--- config.mk ---
export PLATFORM = sky130hd
export DESIGN_NAME = g_reg_file_sb_flat
export DESIGN_NICKNAME = d
export VERILOG_FILES = /design/src/rtl/g_reg_file_sb_if.sv /design/src/rtl/g_reg_file_sb.sv /design/src/flat_wrapper.sv
export SDC_FILE = /design/constraint.sdc
export NUM_CORES = 2
export LEC_CHECK = 0
export CAP_MARGIN = 20
export CORE_MARGIN = 5
export CORE_UTILIZATION = 63
export DETAILED_ROUTE_END_ITERATION = 12
export PLACE_DENSITY = 0.8
export SLEW_MARGIN = 20
export SYNTH_ARGS = -nofsm -noshare
export SYNTH_HDL_FRONTEND = slang
export SYNTH_SLANG_ARGS = --single-unit
--- constraint.sdc ---
create_clock -name clk -period 7.6 [get_ports clk]
set_input_delay 1.52 -clock clk [delete_from_list [all_inputs] [get_ports clk]]
set_output_delay 1.52 -clock clk [all_outputs]
set_load 0.01 [all_outputs]
--- src/rtl/g_reg_file_sb_if.sv ---
// Bus bundle between the decode/dispatch/writeback stages and the register file.
interface g_reg_file_sb_if #(
  parameter int W_OPR  = 32,
  parameter int N_REGS = 32,
  parameter int W_ADDR = $clog2(N_REGS),
  parameter int W_TAG  = 4
);
  logic [W_ADDR-1:0] rs1_addr_i;
  logic [W_OPR-1:0]  rs1_data_o;
  logic              rs1_busy_o;
  logic [W_ADDR-1:0] rs2_addr_i;
  logic [W_OPR-1:0]  rs2_data_o;
  logic              rs2_busy_o;
  logic              rsv_valid_i;
  logic [W_ADDR-1:0] rsv_addr_i;
  logic [W_TAG-1:0]  rsv_tag_i;
  logic              wb_valid_i;
  logic [W_ADDR-1:0] wb_addr_i;
  logic [W_TAG-1:0]  wb_tag_i;
  logic [W_OPR-1:0]  wb_data_i;
  logic              flush_i;
  logic [W_ADDR:0]   busy_cnt_o;

  modport master (
    output rs1_addr_i, rs2_addr_i, rsv_valid_i, rsv_addr_i, rsv_tag_i,
           wb_valid_i, wb_addr_i, wb_tag_i, wb_data_i, flush_i,
    input  rs1_data_o, rs1_busy_o, rs2_data_o, rs2_busy_o, busy_cnt_o
  );

  modport slave (
    input  rs1_addr_i, rs2_addr_i, rsv_valid_i, rsv_addr_i, rsv_tag_i,
           wb_valid_i, wb_addr_i, wb_tag_i, wb_data_i, flush_i,
    output rs1_data_o, rs1_busy_o, rs2_data_o, rs2_busy_o, busy_cnt_o
  );
endinterface

--- src/rtl/g_reg_file_sb.sv ---
// General register file with a per-register write-reservation scoreboard.
// A reservation marks the destination busy under an issue tag; only the writeback
// carrying the newest tag releases it, but every writeback updates the data.
module g_reg_file_sb #(
  parameter int W_OPR    = 32,
  parameter int N_REGS   = 32,
  parameter int W_ADDR   = $clog2(N_REGS),
  parameter int W_TAG    = 4,
  parameter bit ZERO_REG = 1'b1,
  parameter bit BYPASS   = 1'b1
) (
  input  logic           clk,
  input  logic           reset,
  g_reg_file_sb_if.slave bus
);

  localparam logic [W_ADDR-1:0] ADDR0 = '0;

  logic [W_OPR-1:0]  data_q [N_REGS];
  logic [W_TAG-1:0]  tag_q  [N_REGS];
  logic [N_REGS-1:0] busy_q;
  logic [N_REGS-1:0] busy_nxt;
  logic [W_ADDR:0]   busy_cnt_q;
  logic [W_ADDR:0]   cnt_nxt;
  logic              rsv_en;
  logic              wb_en;
  logic              wb_match;

  // Register 0 is hard-wired when ZERO_REG is set, so its requests are dropped here.
  assign rsv_en   = bus.rsv_valid_i && !(ZERO_REG && (bus.rsv_addr_i == ADDR0));
  assign wb_en    = bus.wb_valid_i  && !(ZERO_REG && (bus.wb_addr_i  == ADDR0));
  assign wb_match = busy_q[bus.wb_addr_i] && (tag_q[bus.wb_addr_i] == bus.wb_tag_i);

  // Next busy vector: flush, then tag-matched release, then reserve (reserve wins).
  always_comb begin
    busy_nxt = bus.flush_i ? '0 : busy_q;
    if (wb_en && wb_match) busy_nxt[bus.wb_addr_i] = 1'b0;
    if (rsv_en)            busy_nxt[bus.rsv_addr_i] = 1'b1;
  end

  // Population count of the next busy vector, registered alongside it.
  always_comb begin
    cnt_nxt = '0;
    for (int i = 0; i < N_REGS; i++) cnt_nxt = cnt_nxt + (W_ADDR+1)'(busy_nxt[i]);
  end

  // Storage update; data is written even by a stale writer.
  always_ff @(posedge clk or negedge reset) begin
    if (!reset) begin
      for (int i = 0; i < N_REGS; i++) begin
        data_q[i] <= '0;
        tag_q[i]  <= '0;
      end
      busy_q     <= '0;
      busy_cnt_q <= '0;
    end else begin
      busy_q     <= busy_nxt;
      busy_cnt_q <= cnt_nxt;
      if (wb_en)  data_q[bus.wb_addr_i] <= bus.wb_data_i;
      if (rsv_en) tag_q[bus.rsv_addr_i] <= bus.rsv_tag_i;
    end
  end

  logic [W_ADDR-1:0] rd_addr [2];
  logic [W_OPR-1:0]  rd_data [2];
  logic [1:0]        rd_busy;

  assign rd_addr[0] = bus.rs1_addr_i;
  assign rd_addr[1] = bus.rs2_addr_i;

  // Operand reads from current state, with optional forwarding of this cycle's writeback.
  always_comb begin
    rd_data = '{default: '0};
    rd_busy = '0;
    for (int p = 0; p < 2; p++) begin
      rd_data[p] = data_q[rd_addr[p]];
      rd_busy[p] = busy_q[rd_addr[p]];
      if (BYPASS && wb_en && (bus.wb_addr_i == rd_addr[p])) begin
        rd_data[p] = bus.wb_data_i;
        rd_busy[p] = busy_q[rd_addr[p]] && (tag_q[rd_addr[p]] != bus.wb_tag_i);
      end
      if (ZERO_REG && (rd_addr[p] == ADDR0)) begin
        rd_data[p] = '0;
        rd_busy[p] = 1'b0;
      end
    end
  end

  assign bus.rs1_data_o = rd_data[0];
  assign bus.rs1_busy_o = rd_busy[0];
  assign bus.rs2_data_o = rd_data[1];
  assign bus.rs2_busy_o = rd_busy[1];
  assign bus.busy_cnt_o = busy_cnt_q;

endmodule

--- src/flat_wrapper.sv ---
// flat-port wrapper written by rule: the top's interface ports become plain ports
module g_reg_file_sb_flat 
#(
  parameter int W_OPR    = 32,
  parameter int N_REGS   = 32,
  parameter int W_ADDR   = $clog2(N_REGS),
  parameter int W_TAG    = 4,
  parameter bit ZERO_REG = 1'b1,
  parameter bit BYPASS   = 1'b1
)
  (clk, reset, bus_rs1_addr_i, bus_rs2_addr_i, bus_rsv_valid_i, bus_rsv_addr_i, bus_rsv_tag_i, bus_wb_valid_i, bus_wb_addr_i, bus_wb_tag_i, bus_wb_data_i, bus_flush_i, bus_rs1_data_o, bus_rs1_busy_o, bus_rs2_data_o, bus_rs2_busy_o, bus_busy_cnt_o);
  g_reg_file_sb_if #(.W_OPR(W_OPR), .N_REGS(N_REGS), .W_ADDR(W_ADDR), .W_TAG(W_TAG)) bus_i ();
  input  logic clk;
  input  logic reset;
  input wire logic [$bits(bus_i.rs1_addr_i)-1:0] bus_rs1_addr_i;
  input wire logic [$bits(bus_i.rs2_addr_i)-1:0] bus_rs2_addr_i;
  input wire logic [$bits(bus_i.rsv_valid_i)-1:0] bus_rsv_valid_i;
  input wire logic [$bits(bus_i.rsv_addr_i)-1:0] bus_rsv_addr_i;
  input wire logic [$bits(bus_i.rsv_tag_i)-1:0] bus_rsv_tag_i;
  input wire logic [$bits(bus_i.wb_valid_i)-1:0] bus_wb_valid_i;
  input wire logic [$bits(bus_i.wb_addr_i)-1:0] bus_wb_addr_i;
  input wire logic [$bits(bus_i.wb_tag_i)-1:0] bus_wb_tag_i;
  input wire logic [$bits(bus_i.wb_data_i)-1:0] bus_wb_data_i;
  input wire logic [$bits(bus_i.flush_i)-1:0] bus_flush_i;
  output wire logic [$bits(bus_i.rs1_data_o)-1:0] bus_rs1_data_o;
  output wire logic [$bits(bus_i.rs1_busy_o)-1:0] bus_rs1_busy_o;
  output wire logic [$bits(bus_i.rs2_data_o)-1:0] bus_rs2_data_o;
  output wire logic [$bits(bus_i.rs2_busy_o)-1:0] bus_rs2_busy_o;
  output wire logic [$bits(bus_i.busy_cnt_o)-1:0] bus_busy_cnt_o;
  assign bus_i.rs1_addr_i = bus_rs1_addr_i;
  assign bus_i.rs2_addr_i = bus_rs2_addr_i;
  assign bus_i.rsv_valid_i = bus_rsv_valid_i;
  assign bus_i.rsv_addr_i = bus_rsv_addr_i;
  assign bus_i.rsv_tag_i = bus_rsv_tag_i;
  assign bus_i.wb_valid_i = bus_wb_valid_i;
  assign bus_i.wb_addr_i = bus_wb_addr_i;
  assign bus_i.wb_tag_i = bus_wb_tag_i;
  assign bus_i.wb_data_i = bus_wb_data_i;
  assign bus_i.flush_i = bus_flush_i;
  assign bus_rs1_data_o = bus_i.rs1_data_o;
  assign bus_rs1_busy_o = bus_i.rs1_busy_o;
  assign bus_rs2_data_o = bus_i.rs2_data_o;
  assign bus_rs2_busy_o = bus_i.rs2_busy_o;
  assign bus_busy_cnt_o = bus_i.busy_cnt_o;
  g_reg_file_sb #(.W_OPR(W_OPR), .N_REGS(N_REGS), .W_ADDR(W_ADDR), .W_TAG(W_TAG), .ZERO_REG(ZERO_REG), .BYPASS(BYPASS)) u_core (.clk(clk), .reset(reset), .bus(bus_i));
endmodule
Word level (Yosys, flattened, before mapping)
Cells that the tools add are included.

Memories: 0. Bits in registers: 1190. Output and inout port bits: 72. Latch bits: 0. Memory bits (read-only): 0. Memory bits (writable): 0. Input bits: 65. Logic and storage cells: 181.

Reductions and logical operators: 18. Equal/unequal tests: 5. Divide/modulo/power cells: 0. $lt $le $gt $ge: 12. $mul: 0. Mux-type cells: 42. Bitwise logic cells: 7. Shift-type cells: 0. Add/sub/neg operators: 31.

Operators by type and width (count): 1024-bit bitwise mux (1); 32-bit 2-to-1 mux (12); 32-bit binary-select mux with 5-bit select (2); 6-bit by 1-bit adder with 6-bit output (30); 32-bit demux with 5-bit select (1); 128-bit bitwise mux (1); 4-bit binary-select mux with 5-bit select (3); 32-bit bitwise AND (1); 32-bit NOT (1); 32-bit OR (1); 4-bit 2-to-1 mux (7); 6-bit >= comparator (second input constant) (4); 5-bit by 6-bit < comparator with 1-bit output (second input constant) (4); 5-bit NOT with 6-bit output (4); 4-bit demux with 5-bit select (1); 5-bit zero test (4); 1-bit binary-select mux with 5-bit select (3); 1-bit logical AND (12); 6-bit by 1-bit < comparator with 1-bit output (second input constant) (2); 1-bit demux with 5-bit select (2); 5-bit equality test (2); 5-bit by 1-bit >= comparator with 1-bit output (second input constant) (2); 1-bit 2-to-1 mux (9); 4-bit inequality test (2); 3 further kinds (4).

Logic depth before layout (Yosys ltp)
Word-level depth: 41. Mapped depth: 27. Depth with buffers taken out: 22.

Worst setup path after synthesis
OpenSTA, ideal clock, no wires.

Kind: input to register. Start point: input port bus_wb_addr_i[1]. End point: register u_core.busy_cnt_q[4] (netlist: u_core.bus.busy_cnt_o[4]). Data required time: 7520 ps. Path buffers: 5. Stages on the path: 26. Arrival time: 7587 ps. Library setup time: 80 ps. Slack: -67 ps. Path through: buf_2 > buf_2 > buf_2 > mux4_2 > nor3b_1 > o21ai_1 > nand3_1 > xnor2_1 > nand2_1 > buf_2 > buf_4 > o22ai_1 > fa_1 > fa_1 > fa_1 > inv_1 > fa_1 > inv_1 > fa_1 > fa_1 > fa_1 > inv_1 > fa_1 > a21o_1 > a21oi_1 > xnor2_1.

Cells in the longest elaborated chain, start to end: 41. Elaborated cells on any way between the ends: 53. Those cells by class: add/sub: 31; order compare: 2; eq/ne: 1; mux: 9; bitwise: 4; reduce/logical: 6.

RTL lines: start: declaration (line flat_wrapper.sv:21) `input wire logic [$bits(bus_i.wb_addr_i)-1:0] bus_wb_addr_i;`; 5-bit NOT with 6-bit output (implied by the code) (line g_reg_file_sb.sv:32) `assign wb_match = busy_q[bus.wb_addr_i] && (tag_q[bus.wb_addr_i] == bus.wb_tag_i);`; 4-bit binary-select mux with 5-bit select (line g_reg_file_sb.sv:32); 4-bit 2-to-1 mux (implied by the code) (2 in series) (line g_reg_file_sb.sv:32); 4-bit equality test (line g_reg_file_sb.sv:32); 1-bit logical AND (line g_reg_file_sb.sv:32); 1-bit logical AND (line g_reg_file_sb.sv:37) `if (wb_en && wb_match) busy_nxt[bus.wb_addr_i] = 1'b0;`; 32-bit 2-to-1 mux * (line g_reg_file_sb.sv:37); 32-bit OR (no line); 32-bit 2-to-1 mux * (line g_reg_file_sb.sv:38) `if (rsv_en) busy_nxt[bus.rsv_addr_i] = 1'b1;`; 1-bit by 1-bit adder with 2-bit output (line g_reg_file_sb.sv:44) `for (int i = 0; i < N_REGS; i++) cnt_nxt = cnt_nxt + (W_ADDR+1)'(busy_nxt[i]);`; 6-bit by 1-bit adder with 6-bit output (29 in series) (line g_reg_file_sb.sv:44); 6-bit by 1-bit adder with 6-bit output * (line g_reg_file_sb.sv:44); net u_core.cnt_nxt[4] (line g_reg_file_sb.sv:24) `logic [W_ADDR:0] cnt_nxt;`; end signal: assignment (line g_reg_file_sb.sv:58) `busy_cnt_q <= cnt_nxt;`; end: declaration (line g_reg_file_sb.sv:23) `logic [W_ADDR:0] busy_cnt_q;`.

Mark *: on every way through the listed nets, which the timed path passes. The rest lies on a longest branch. The select of a mux whose other input is x is not followed. A chain may end at the register's enable or synchronous reset.

Worst setup path in the final report
Start point: input port bus_wb_addr_i[4]. End point: register u_core.busy_cnt_q[4] (netlist: u_core.bus.busy_cnt_o[4]).

Cells in the longest elaborated chain, start to end: 41. Elaborated cells on any way between the ends: 53. Those cells by class: add/sub: 31; order compare: 2; eq/ne: 1; mux: 9; bitwise: 4; reduce/logical: 6.

RTL lines: 5-bit NOT with 6-bit output (implied by the code) (line g_reg_file_sb.sv:32); 4-bit binary-select mux with 5-bit select (line g_reg_file_sb.sv:32); 4-bit 2-to-1 mux (implied by the code) (2 in series) (line g_reg_file_sb.sv:32); 4-bit equality test (line g_reg_file_sb.sv:32); 1-bit logical AND (line g_reg_file_sb.sv:32); 1-bit logical AND (line g_reg_file_sb.sv:37); 32-bit 2-to-1 mux * (line g_reg_file_sb.sv:37); 32-bit OR (no line); 32-bit 2-to-1 mux * (line g_reg_file_sb.sv:38); net u_core.busy_nxt[1] (line g_reg_file_sb.sv:22) `logic [N_REGS-1:0] busy_nxt;`; 1-bit by 1-bit adder with 2-bit output * (line g_reg_file_sb.sv:44); 6-bit by 1-bit adder with 6-bit output * (30 in series) (line g_reg_file_sb.sv:44); net u_core.cnt_nxt[4] (line g_reg_file_sb.sv:24).

Marks and branches as above.

==> results.ini <==
[power]
vdd.ir_drop.worst_mv = 0.181
power.density_nw_per_um2 = 258
finalPower_uw = 19400
leakage_uw = 0.0338

[drt]
wl_per_cell_um = 31.2
first_iter_violations = 6638
avgViaCountPerCell = 7.20
wl_um = 212000
postRouteAntennaNets = 0
vias = 49020
first_pass_iters = 6
drc = 0

[logic_synthesis]
synth_edf_count = 0
syn_inst = 5309
synth_fp_nets = 5406
synth_ff_type = dfrtp_1
ys_top_cells_by_count = 1394 x nand2_1, 1190 x dfrtp_1, 692 x mux4_2, 649 x mux2_2, 282 x clkbuf_1
synth.avg_cell_area_um2 = 12.6
synth.top_cell.area_share_pct = 44.4
synth_area_um2 = 67100
async_flop_share_pct = 100
synth.most_common_cell = nand2_1
synth_seq_cells = 1190
yosysWarnings = 0
yosysTopAreaCell = dfrtp_1
yosysSeqAreaShare_pct = 44.4
synth_area_leaders = dfrtp_1 44%, mux4_2 23%, mux2_2 11%, nand2_1 7.8%, mux2i_1 2.6%
synth.distinct_cells = 68

[run_status]
status = finished, final reports clean

[clock_tree]
htree_levels = 4
cts_root_buf = clkbuf_16
numCtsBuffers = 131
cts_hold_buf = 0
clock_path_buffers = 3
cts.reportedPaths.clkPinSlew_ns = 0.06
tritoncts = yes
clk_latency_ns = 0.76
cts.sinks = 1190

[critical_path]
worstPathArrival_ns = 8.11
crit_fanout = 5
end_kind = flip-flop
startpoint_type = input port
worst_ep_required_time_ns = 8.27
crit_type = in2reg

[global_route]
grt_pass1_vias = 50709
grt_util_met1_pct = 50.4
grt_pass1_wl_um = 318000
grt_usage_pct = 37.8
busiest_layer = met2
antenna_found_initial = 5
grt_max_degree = 158
overflow = 0
use_met3_pct = 12.1
use_met2_pct = 56.6

[worst_hold_path]
hold_class = reg2reg

[sta]
finalHoldViolCount = 0
slew_viol_final = 0
rsz0062_at_grt = false
relSlewSlack_pct = 22.1
worst_pin_slew_ns = 1.17
setup-violations-final = 0
finalClockSkew_ns = 0.0155
finalWorstSetupSlack_ns = 0.160
fin_crit_sh_pct = 97.9
period_needed_ns = 7.44
fmax_ghz = 0.134

[floorplanning]
die_y_um = 336
die-area_um2 = 113000
io_pins = 137
start_util_pct = 63.5
fp.dieW_um = 336
core_um2 = 106000
rows = 119

[placement]
hpwl_um = 120000
place.gp.congestion = 0.994
pre_cts_slack_ns = -0.872
numPortBuffers = 136

[final_layout]
num-nets-final = 5414
syn_to_final_growth_pct = 12.0
drive_gt1_share_pct = 35.9
final.fill_count = 6699

[flow_run]
maxCapViolCount = 0

worst paths after layout:
path,slack [ns],start,end,cells after the start
max in group asynchronous,5.35,reset,u_core.data_q[521],2
setup reg to reg,0.86,u_core.tag_q[9],u_core.bus.busy_cnt_o[4],23
hold / removal,0.40,u_core.data_q[1022],u_core.data_q[1022],0
hold reg to reg,0.40,u_core.data_q[1022],u_core.data_q[1022],0
min in group asynchronous,0.81,reset,u_core.data_q[248],1
setup / recovery,0.16,bus_wb_addr_i[4],u_core.bus.busy_cnt_o[4],25
metrics by stage:
step / hold WS [ns] / setup TNS [ns] / area, um^2 / instances / utilization [%]
6_report: 0.395 / 0 / 75100 / 6808 / 71.2
5_1_grt: 0.407 / 0 / 75100 / 6808 / 71.2
4_1_cts: 0.397 / 0 / 74800 / 6794 / 70.9
3_5_place_dp: 0.383 / -3.58 / 70300 / 6560 / 66.6
3_3_place_gp: 0.376 / -3.47 / 70300 / 6560 / 66.6
2_1_floorplan: 0.441 / 0 / 67100 / 5309 / -
routing by layer:
metal	vias to the layer above	part of all wire (%)
li1	19355	-
met1	25236	36
met2	3537	45
met3	884	13
met4	8	6.4
met5	-	0.025
flip-flops by register name (all words and copies together) (netlist names):
name	cells
u_core.tag_q	128
u_core.bus.busy_cnt_o	6
u_core.data_q	1024
u_core.busy_q	32
cells by family after synthesis:
kind of cell	share of synthesized area, %
AND/OR/NAND/NOR	9.96
AO/OA/AOI/OAI	2.86
buffers and inverters	3.94
XOR/XNOR	0.300
adder cells (fa/ha/maj)	0.866
flip-flops	44.4
multiplexers	37.7
power by group:
| part | leakage, uW | switching (uW) | total (uW) | internal [uW] |
|---|---|---|---|---|
| clock | 0.00222 | 2770 | 6640 | 3870 |
| sequential | 0.0154 | 995 | 8480 | 7490 |
| combinational | 0.0163 | 1770 | 4230 | 2450 |
area by class of cell:
class / count / area, um^2 / share of cell area (%)
tap: 1391 / 1740 / 2.32
clock buffer: 181 / 3820 / 5.08
antenna: 1 / 2.50 / 0.00333
inverter: 43 / 161 / 0.215
clock inverter: 51 / 691 / 0.919
multi-input combinational: 3539 / 35000 / 46.6
sequential: 1190 / 29800 / 39.6
timing repair buffer: 412 / 3900 / 5.19
layout by cell type (no fill, tap or decap), types with 12 or more instances in the layout:
cell type,synthesis,final
nand2_1,1394,1383
dfrtp_1,1190,1190
mux4_2,692,692
mux2_2,649,649
buf_4,38,232
mux2i_1,177,175
clkbuf_16,0,135
a211oi_1,111,111
clkdlybuf4s50_1,0,105
nor2_1,108,94
nor2b_1,46,46
a21oi_1,46,44
buf_12,1,35
clkbuf_8,0,34
mux2_1,30,30
inv_1,42,29
o22ai_1,29,26
fa_1,24,23
nand4_1,20,20
buf_2,183,17
clkbuf_1,282,16
clkinv_2,0,15
inv_2,1,14
nor2_4,0,14
nand3_1,17,13
nor3_1,13,12
xnor2_1,13,12
critical path, stage by stage:
cell and delay, ns:
dlymetal6s2s_1 0.16, buf_6 0.15, or4_4 0.57, o22ai_2 0.18, a2111oi_4 0.09, and4_4 0.23, nor3_4 0.21, buf_12 0.14
buf_12 0.11, nand4_1 0.10, a2bb2oi_2 0.17, ha_1 0.33, fa_1 0.53, fa_1 0.53, fa_1 0.50, fa_1 0.49
inv_1 0.05, fa_1 0.44, fa_1 0.51, fa_1 0.16, inv_1 0.07, fa_2 0.39, a21o_1 0.20, a21oi_2 0.15
xnor2_1 0.13
timing repair:
item | CTS | global route
cloned | 0 | 5
setup endpoints to repair | 1 | 4
pin swaps | 2 | 13
gates resized for setup | 11 | 38
setup buffers | 2 | 6
(Power assumes the default switching activity.)
